===== config.mk =====
export PLATFORM = sky130hd
export DESIGN_NAME = apb_master_ctrl_flat
export DESIGN_NICKNAME = d
export VERILOG_FILES = /design/src/rtl/apb_bridge_pkg.sv /design/src/rtl/apb_master_ctrl_if.sv /design/src/rtl/apb_addr_decode.sv /design/src/rtl/apb_master_ctrl.sv /design/src/flat_wrapper.sv
export SDC_FILE = /design/constraint.sdc
export NUM_CORES = 1
export LEC_CHECK = 0
export ABC_AREA = 0
export CORE_UTILIZATION = 30
export CTS_BUF_LIST = sky130_fd_sc_hd__clkbuf_16
export DETAILED_ROUTE_END_ITERATION = 8
export PLACE_DENSITY = 0.71
export SETUP_SLACK_MARGIN = 0.02
export SYNTH_ARGS = -nofsm -noshare
export SYNTH_HDL_FRONTEND = slang
export SYNTH_SLANG_ARGS = --single-unit

===== constraint.sdc =====
create_clock -name clock -period 4.3 [get_ports clock]
set_input_delay 0.645 -clock clock [delete_from_list [all_inputs] [get_ports clock]]
set_output_delay 0.645 -clock clock [all_outputs]
set_load 0.005 [all_outputs]

===== src/rtl/apb_bridge_pkg.sv =====
// Shared types and address-map constants for the APB side of the AHB-to-APB bridge.
package apb_bridge_pkg;

  typedef enum logic [1:0] {
    IDLE   = 2'd0,
    SETUP  = 2'd1,
    ENABLE = 2'd2
  } state_t;

  localparam int NUM_SLV = 4;

  // Address fields: upper tag selects the APB window, the next two bits pick the slave.
  localparam int TAG_HI = 31;
  localparam int TAG_LO = 26;
  localparam int SLV_HI = 25;
  localparam int SLV_LO = 24;

  localparam logic [TAG_HI-TAG_LO:0] DEC_TAG_DEFAULT = 6'b100000;

  function automatic logic [NUM_SLV-1:0] slv_onehot(input logic [SLV_HI-SLV_LO:0] idx);
    logic [NUM_SLV-1:0] sel;
    sel      = '0;
    sel[idx] = 1'b1;
    return sel;
  endfunction

endpackage


===== src/rtl/apb_master_ctrl_if.sv =====
// Request/response handshake plus APB bus signals of the bridge's APB master controller.
interface apb_master_ctrl_if
  import apb_bridge_pkg::*;
#(
  parameter int ADDR_W = 32,
  parameter int DATA_W = 32
);

  logic               req_valid;
  logic               req_ready;
  logic               req_write;
  logic [ADDR_W-1:0]  req_addr;
  logic [DATA_W-1:0]  req_wdata;

  logic               rsp_valid;
  logic               rsp_err;
  logic [DATA_W-1:0]  rsp_rdata;

  logic [NUM_SLV-1:0] Pselx;
  logic               Penable;
  logic               Pwrite;
  logic [ADDR_W-1:0]  Paddr;
  logic [DATA_W-1:0]  Pwdata;
  logic [DATA_W-1:0]  Prdata;

  modport master (
    input  req_valid, req_write, req_addr, req_wdata, Prdata,
    output req_ready, rsp_valid, rsp_err, rsp_rdata,
           Pselx, Penable, Pwrite, Paddr, Pwdata
  );

  modport slave (
    output req_valid, req_write, req_addr, req_wdata, Prdata,
    input  req_ready, rsp_valid, rsp_err, rsp_rdata,
           Pselx, Penable, Pwrite, Paddr, Pwdata
  );

endinterface


===== src/rtl/apb_addr_decode.sv =====
// Combinational address decoder: in-range flag from the tag field, one-hot slave select.
module apb_addr_decode
  import apb_bridge_pkg::*;
#(
  parameter logic [TAG_HI-TAG_LO:0] DEC_TAG = DEC_TAG_DEFAULT
) (
  input  logic [TAG_HI:SLV_LO] addr_top,
  output logic                 in_range,
  output logic [NUM_SLV-1:0]   sel
);

  // Select is forced to zero out of range so it can never leak onto Pselx.
  always_comb begin
    in_range = (addr_top[TAG_HI:TAG_LO] == DEC_TAG);
    sel      = in_range ? slv_onehot(addr_top[SLV_HI:SLV_LO]) : '0;
  end

endmodule


===== src/rtl/apb_master_ctrl.sv =====
// APB transfer controller of the AHB-to-APB bridge (IDLE/SETUP/ENABLE, registered outputs).
// Optional back-to-back transfers (accept in ENABLE) are enabled by APB_BACK_TO_BACK_EN.
module apb_master_ctrl
  import apb_bridge_pkg::*;
#(
  parameter int                     ADDR_W  = 32,
  parameter int                     DATA_W  = 32,
  parameter logic [TAG_HI-TAG_LO:0] DEC_TAG = DEC_TAG_DEFAULT
) (
  input  logic              clock,
  input  logic              reset,
  apb_master_ctrl_if.master bus
);

  state_t             state;
  logic               in_range;
  logic [NUM_SLV-1:0] dec_sel;
  logic               accept;
  logic               launch;

`ifdef APB_BACK_TO_BACK_EN
  logic err_pend;
  localparam logic READY_IN_ENABLE = 1'b1;
`else
  localparam logic READY_IN_ENABLE = 1'b0;
`endif

  apb_addr_decode #(
    .DEC_TAG (DEC_TAG)
  ) u_decode (
    .addr_top (bus.req_addr[TAG_HI:SLV_LO]),
    .in_range (in_range),
    .sel      (dec_sel)
  );

  always_comb begin
    accept = bus.req_valid && bus.req_ready;
    launch = accept && in_range;
  end

  // Single FSM register block; launch relatches the APB address phase on every SETUP entry.
  always_ff @(posedge clock) begin
    if (reset) begin
      state         <= IDLE;
      bus.req_ready <= 1'b0;
      bus.rsp_valid <= 1'b0;
      bus.rsp_err   <= 1'b0;
      bus.rsp_rdata <= {DATA_W{1'b0}};
      bus.Pselx     <= '0;
      bus.Penable   <= 1'b0;
      bus.Pwrite    <= 1'b0;
      bus.Paddr     <= {ADDR_W{1'b0}};
      bus.Pwdata    <= {DATA_W{1'b0}};
`ifdef APB_BACK_TO_BACK_EN
      err_pend      <= 1'b0;
`endif
    end else begin
      bus.rsp_valid <= 1'b0;
      bus.rsp_err   <= 1'b0;
      bus.rsp_rdata <= {DATA_W{1'b0}};

      case (state)
        IDLE: begin
`ifdef APB_BACK_TO_BACK_EN
          if (err_pend) begin
            bus.rsp_valid <= 1'b1;
            bus.rsp_err   <= 1'b1;
            bus.req_ready <= 1'b0;
            err_pend      <= 1'b0;
          end else
`endif
          if (launch) begin
            state         <= SETUP;
            bus.req_ready <= 1'b0;
          end else if (accept) begin
            bus.rsp_valid <= 1'b1;
            bus.rsp_err   <= 1'b1;
            bus.req_ready <= 1'b0;
          end else begin
            bus.req_ready <= 1'b1;
          end
        end

        SETUP: begin
          bus.Penable   <= 1'b1;
          bus.req_ready <= READY_IN_ENABLE;
          state         <= ENABLE;
        end

        ENABLE: begin
          bus.rsp_valid <= 1'b1;
          bus.rsp_rdata <= bus.Pwrite ? {DATA_W{1'b0}} : bus.Prdata;
          bus.Penable   <= 1'b0;
          bus.Pselx     <= '0;
`ifdef APB_BACK_TO_BACK_EN
          // An error accepted here answers one cycle after the current response.
          if (launch) begin
            state         <= SETUP;
            bus.req_ready <= 1'b0;
          end else if (accept) begin
            state         <= IDLE;
            err_pend      <= 1'b1;
            bus.req_ready <= 1'b0;
          end else begin
            state         <= IDLE;
            bus.req_ready <= 1'b1;
          end
`else
          state         <= IDLE;
          bus.req_ready <= 1'b1;
`endif
        end

        default: begin
          state         <= IDLE;
          bus.req_ready <= 1'b0;
          bus.Penable   <= 1'b0;
          bus.Pselx     <= '0;
        end
      endcase

      if (launch) begin
        bus.Paddr  <= bus.req_addr;
        bus.Pwrite <= bus.req_write;
        bus.Pselx  <= dec_sel;
        if (bus.req_write) begin
          bus.Pwdata <= bus.req_wdata;
        end
      end
    end
  end

endmodule


===== src/flat_wrapper.sv =====
// flat-port wrapper written by rule: the top's interface ports become plain ports
module apb_master_ctrl_flat import apb_bridge_pkg::*;
#(
  parameter int                     ADDR_W  = 32,
  parameter int                     DATA_W  = 32,
  parameter logic [TAG_HI-TAG_LO:0] DEC_TAG = DEC_TAG_DEFAULT
)
  (clock, reset, bus_req_valid, bus_req_write, bus_req_addr, bus_req_wdata, bus_Prdata, bus_req_ready, bus_rsp_valid, bus_rsp_err, bus_rsp_rdata, bus_Pselx, bus_Penable, bus_Pwrite, bus_Paddr, bus_Pwdata);
  apb_master_ctrl_if #(.ADDR_W(ADDR_W), .DATA_W(DATA_W)) bus_i ();
  input  logic clock;
  input  logic reset;
  input wire logic [$bits(bus_i.req_valid)-1:0] bus_req_valid;
  input wire logic [$bits(bus_i.req_write)-1:0] bus_req_write;
  input wire logic [$bits(bus_i.req_addr)-1:0] bus_req_addr;
  input wire logic [$bits(bus_i.req_wdata)-1:0] bus_req_wdata;
  input wire logic [$bits(bus_i.Prdata)-1:0] bus_Prdata;
  output wire logic [$bits(bus_i.req_ready)-1:0] bus_req_ready;
  output wire logic [$bits(bus_i.rsp_valid)-1:0] bus_rsp_valid;
  output wire logic [$bits(bus_i.rsp_err)-1:0] bus_rsp_err;
  output wire logic [$bits(bus_i.rsp_rdata)-1:0] bus_rsp_rdata;
  output wire logic [$bits(bus_i.Pselx)-1:0] bus_Pselx;
  output wire logic [$bits(bus_i.Penable)-1:0] bus_Penable;
  output wire logic [$bits(bus_i.Pwrite)-1:0] bus_Pwrite;
  output wire logic [$bits(bus_i.Paddr)-1:0] bus_Paddr;
  output wire logic [$bits(bus_i.Pwdata)-1:0] bus_Pwdata;
  assign bus_i.req_valid = bus_req_valid;
  assign bus_i.req_write = bus_req_write;
  assign bus_i.req_addr = bus_req_addr;
  assign bus_i.req_wdata = bus_req_wdata;
  assign bus_i.Prdata = bus_Prdata;
  assign bus_req_ready = bus_i.req_ready;
  assign bus_rsp_valid = bus_i.rsp_valid;
  assign bus_rsp_err = bus_i.rsp_err;
  assign bus_rsp_rdata = bus_i.rsp_rdata;
  assign bus_Pselx = bus_i.Pselx;
  assign bus_Penable = bus_i.Penable;
  assign bus_Pwrite = bus_i.Pwrite;
  assign bus_Paddr = bus_i.Paddr;
  assign bus_Pwdata = bus_i.Pwdata;
  apb_master_ctrl #(.ADDR_W(ADDR_W), .DATA_W(DATA_W), .DEC_TAG(DEC_TAG)) u_core (.clock(clock), .reset(reset), .bus(bus_i));
endmodule

==> results_dict.tcl <==
set metrics [dict create \
    insertion_delay_ps 340 \
    grt_first_pass_wirelength_um 17800 \
    grt_usage_pct 17.5 \
    synth-edff-count 0 \
    netlist.area_leader.share_pct 56.3 \
    die_area_um2 13100 \
    ys_types 25 \
    dp_hpwl_um 7800 \
    wl_per_cell_um 15.6 \
    vias 3694 \
    cp-start-kind "input port" \
    hold_path_class "reg2reg" \
    required_ps 4580 \
    p_int_mw 1.46 \
    grt_pass1_vias 3484 \
    maxCapViolCount 0 \
    p_clk_share_pct 38.8 \
    design_area_um2 6200 \
    finalWirelength_um 11700 \
    hold_violations 0 \
    swShare_pct 21.6 \
    cp-end-kind "flip-flop" \
    rsz0062_at_grt "no" \
    nNetsFinal 679 \
    slew_viol_final 0 \
    ys_seq_elements 107 \
    die_h_um 115 \
    cts.sink_count 107 \
    fin_crit_ps 2590 \
    ant_nets 0 \
    num_antenna_cells 0 \
    core.rowCount 40 \
    postCtsHoldBufs 0 \
    slew_headroom_pct 33.1 \
    clock_path_buffers 2 \
    postCtsSetupBuffers 0 \
    cts-root-buf "clkbuf_16" \
    pin_count 205 \
    numCtsBuffers 9 \
    initial_utilization_pct 31.2 \
    p_leak_nw 2.07 \
    gr-total-overflow 0 \
    fin_crit_sh_pct 60.3 \
    dp_cells 736 \
    synth_flop_cell "dfxtp_1" \
    ctsHtreeMaxLevel 3 \
    drive_above_1_share_pct 4.12 \
    critPathArrivalTime_ps 2870 \
    drt_iter0_drc 367 \
    drc 0 \
    syn_avg_cell_area_um2 9.39 \
    viasPerCell 4.92 \
    p_per_area_nw_per_um2 301 \
    cts_tree "yes" \
    setup_viol 0 \
    synthArstFlopShare_pct 0 \
    area_growth_pct 63.1 \
    path_clk_slew_ps 70 \
    final.setup.tns_ps 0 \
    pwr-share-seq_pct 53.3 \
    path_max_fanout 65 \
    synth_most_common_cell "dfxtp_1" \
    power_switching_uw 403 \
    worstSetupPathType "in2reg" \
    instances_no_fill 751 \
    status "finished clean" \
    place.port_buffers 204 \
    synthCells 405 \
    ir_drop_mv 0.202 \
    ys.warnings.count 0 \
    syn_nets 505 \
    yosysSeqAreaShare_pct 56.3 \
    grt_antenna_before_repair 0 \
    placeableCoreArea_um2 12200 \
    netlist_area_um2 3800 \
    synth_top_area_cell "dfxtp_1" \
    power_frac_comb_pct 7.9 \
    fin_skew_ps 4.31 \
    fp.dieW_um 115 \
    grt_max_degree 67 \
    cts_resized 0 \
    first_pass_iters 5 \
    post_dp_cell_area_um2 5950 \
    yosys-top-cells-count "107 x dfxtp_1, 66 x a21oi_1, 41 x clkbuf_1" \
    gp_congestion 0.691 \
    synth.area.top_cells "dfxtp_1 56%, a21oi_1 8.7%, o31ai_1 6.3%" \
    worst_pin_slew_ps 1000 \
    fmax_mhz 386 \
]
-- flip-flops by register name, indices dropped and copies added (netlist names) --
register,count
u_core.bus.Paddr,32
u_core.bus.Pwdata,32
u_core.bus.rsp_rdata,32
u_core.bus.Pselx,4
u_core.state,2
u_core.bus.Penable,1
u_core.bus.Pwrite,1
u_core.bus.req_ready,1
u_core.bus.rsp_err,1
u_core.bus.rsp_valid,1
-- critical path, stage by stage --
cell and delay, ps:
clkdlybuf4s50_1 500, nand4bb_4 880, or4_1 700, a21oi_1 120
-- cells by family after synthesis --
| kind of cell | share of synthesized area [%] |
|---|---|
| AO/OA/AOI/OAI | 19.5 |
| AND/OR/NAND/NOR | 19.2 |
| flip-flops | 56.3 |
| buffers and inverters | 5.03 |
-- power by group through the flow --
stage                     logic (mW)  registers [mW]  clock network [mW]
after detailed placement       0.146            1.02                   0
after global placement         0.144            1.02                   0
final                          0.147           0.995               0.724
after global routing           0.157           0.994               0.792
after CTS                      0.147           0.995               0.749
after floorplan               0.0387            1.02                   0
-- path summary, 6_finish.rpt --
check / start / endpoint / slack [ps] / depth (start not counted)
setup reg to reg: u_core.bus.req_ready / u_core.bus.Pselx[0] / 2230 / 3
hold / removal: u_core.bus.Pwdata[2] / u_core.bus.Pwdata[2] / 470 / 2
hold reg to reg: u_core.bus.Pwdata[2] / u_core.bus.Pwdata[2] / 470 / 2
setup / recovery: bus_req_addr[28] / u_core.bus.Pselx[0] / 1710 / 4
-- per-stage QoR --
step           power, mW  util (%)  hold WS (ps)  setup slack (ps)
6_report            1.87      50.8           468              1710
5_1_grt             1.94      50.8           489              1580
4_1_cts             1.89      50.8           471              1710
3_5_place_dp        1.16      48.8           463              1340
3_3_place_gp        1.16      48.8           452              1360
2_1_floorplan       1.06         -           460              2340
-- placed cells by master, fill, tap and decap left out, types with 2 or more instances in the layout --
cell type,count
a21oi_1,66
and2_1,32
buf_4,6
clkbuf_16,9
clkdlybuf4s50_1,203
clkinv_2,3
dfxtp_1,107
inv_1,3
nand3_1,27
nand4_1,33
nand4b_1,2
nor2_1,5
nor2b_1,4
nor3b_1,6
nor4b_2,2
o21a_1,2
o21ai_0,31
o31ai_1,32
or4_1,2
-- final cells by class --
type                       instances  area [um2]
clock inverter                     6        26.3
clock buffer                       9         225
timing repair buffer             210        2080
sequential                       107        2140
tap                              168         210
inverter                           1        3.75
fill                            1154        6010
multi-input combinational        250        1520
-- metal layers --
metal | global-route usage, % | vias up | wire, um
li1 | - | 1814 | -
met1 | 21.0 | 1721 | 4970
met2 | 28.8 | 136 | 5670
met3 | 5.03 | 23 | 785
met4 | 8.57 | 0 | 286
met5 | 0 | - | 0
No activity file was read; power rests on OpenSTA's default activity.
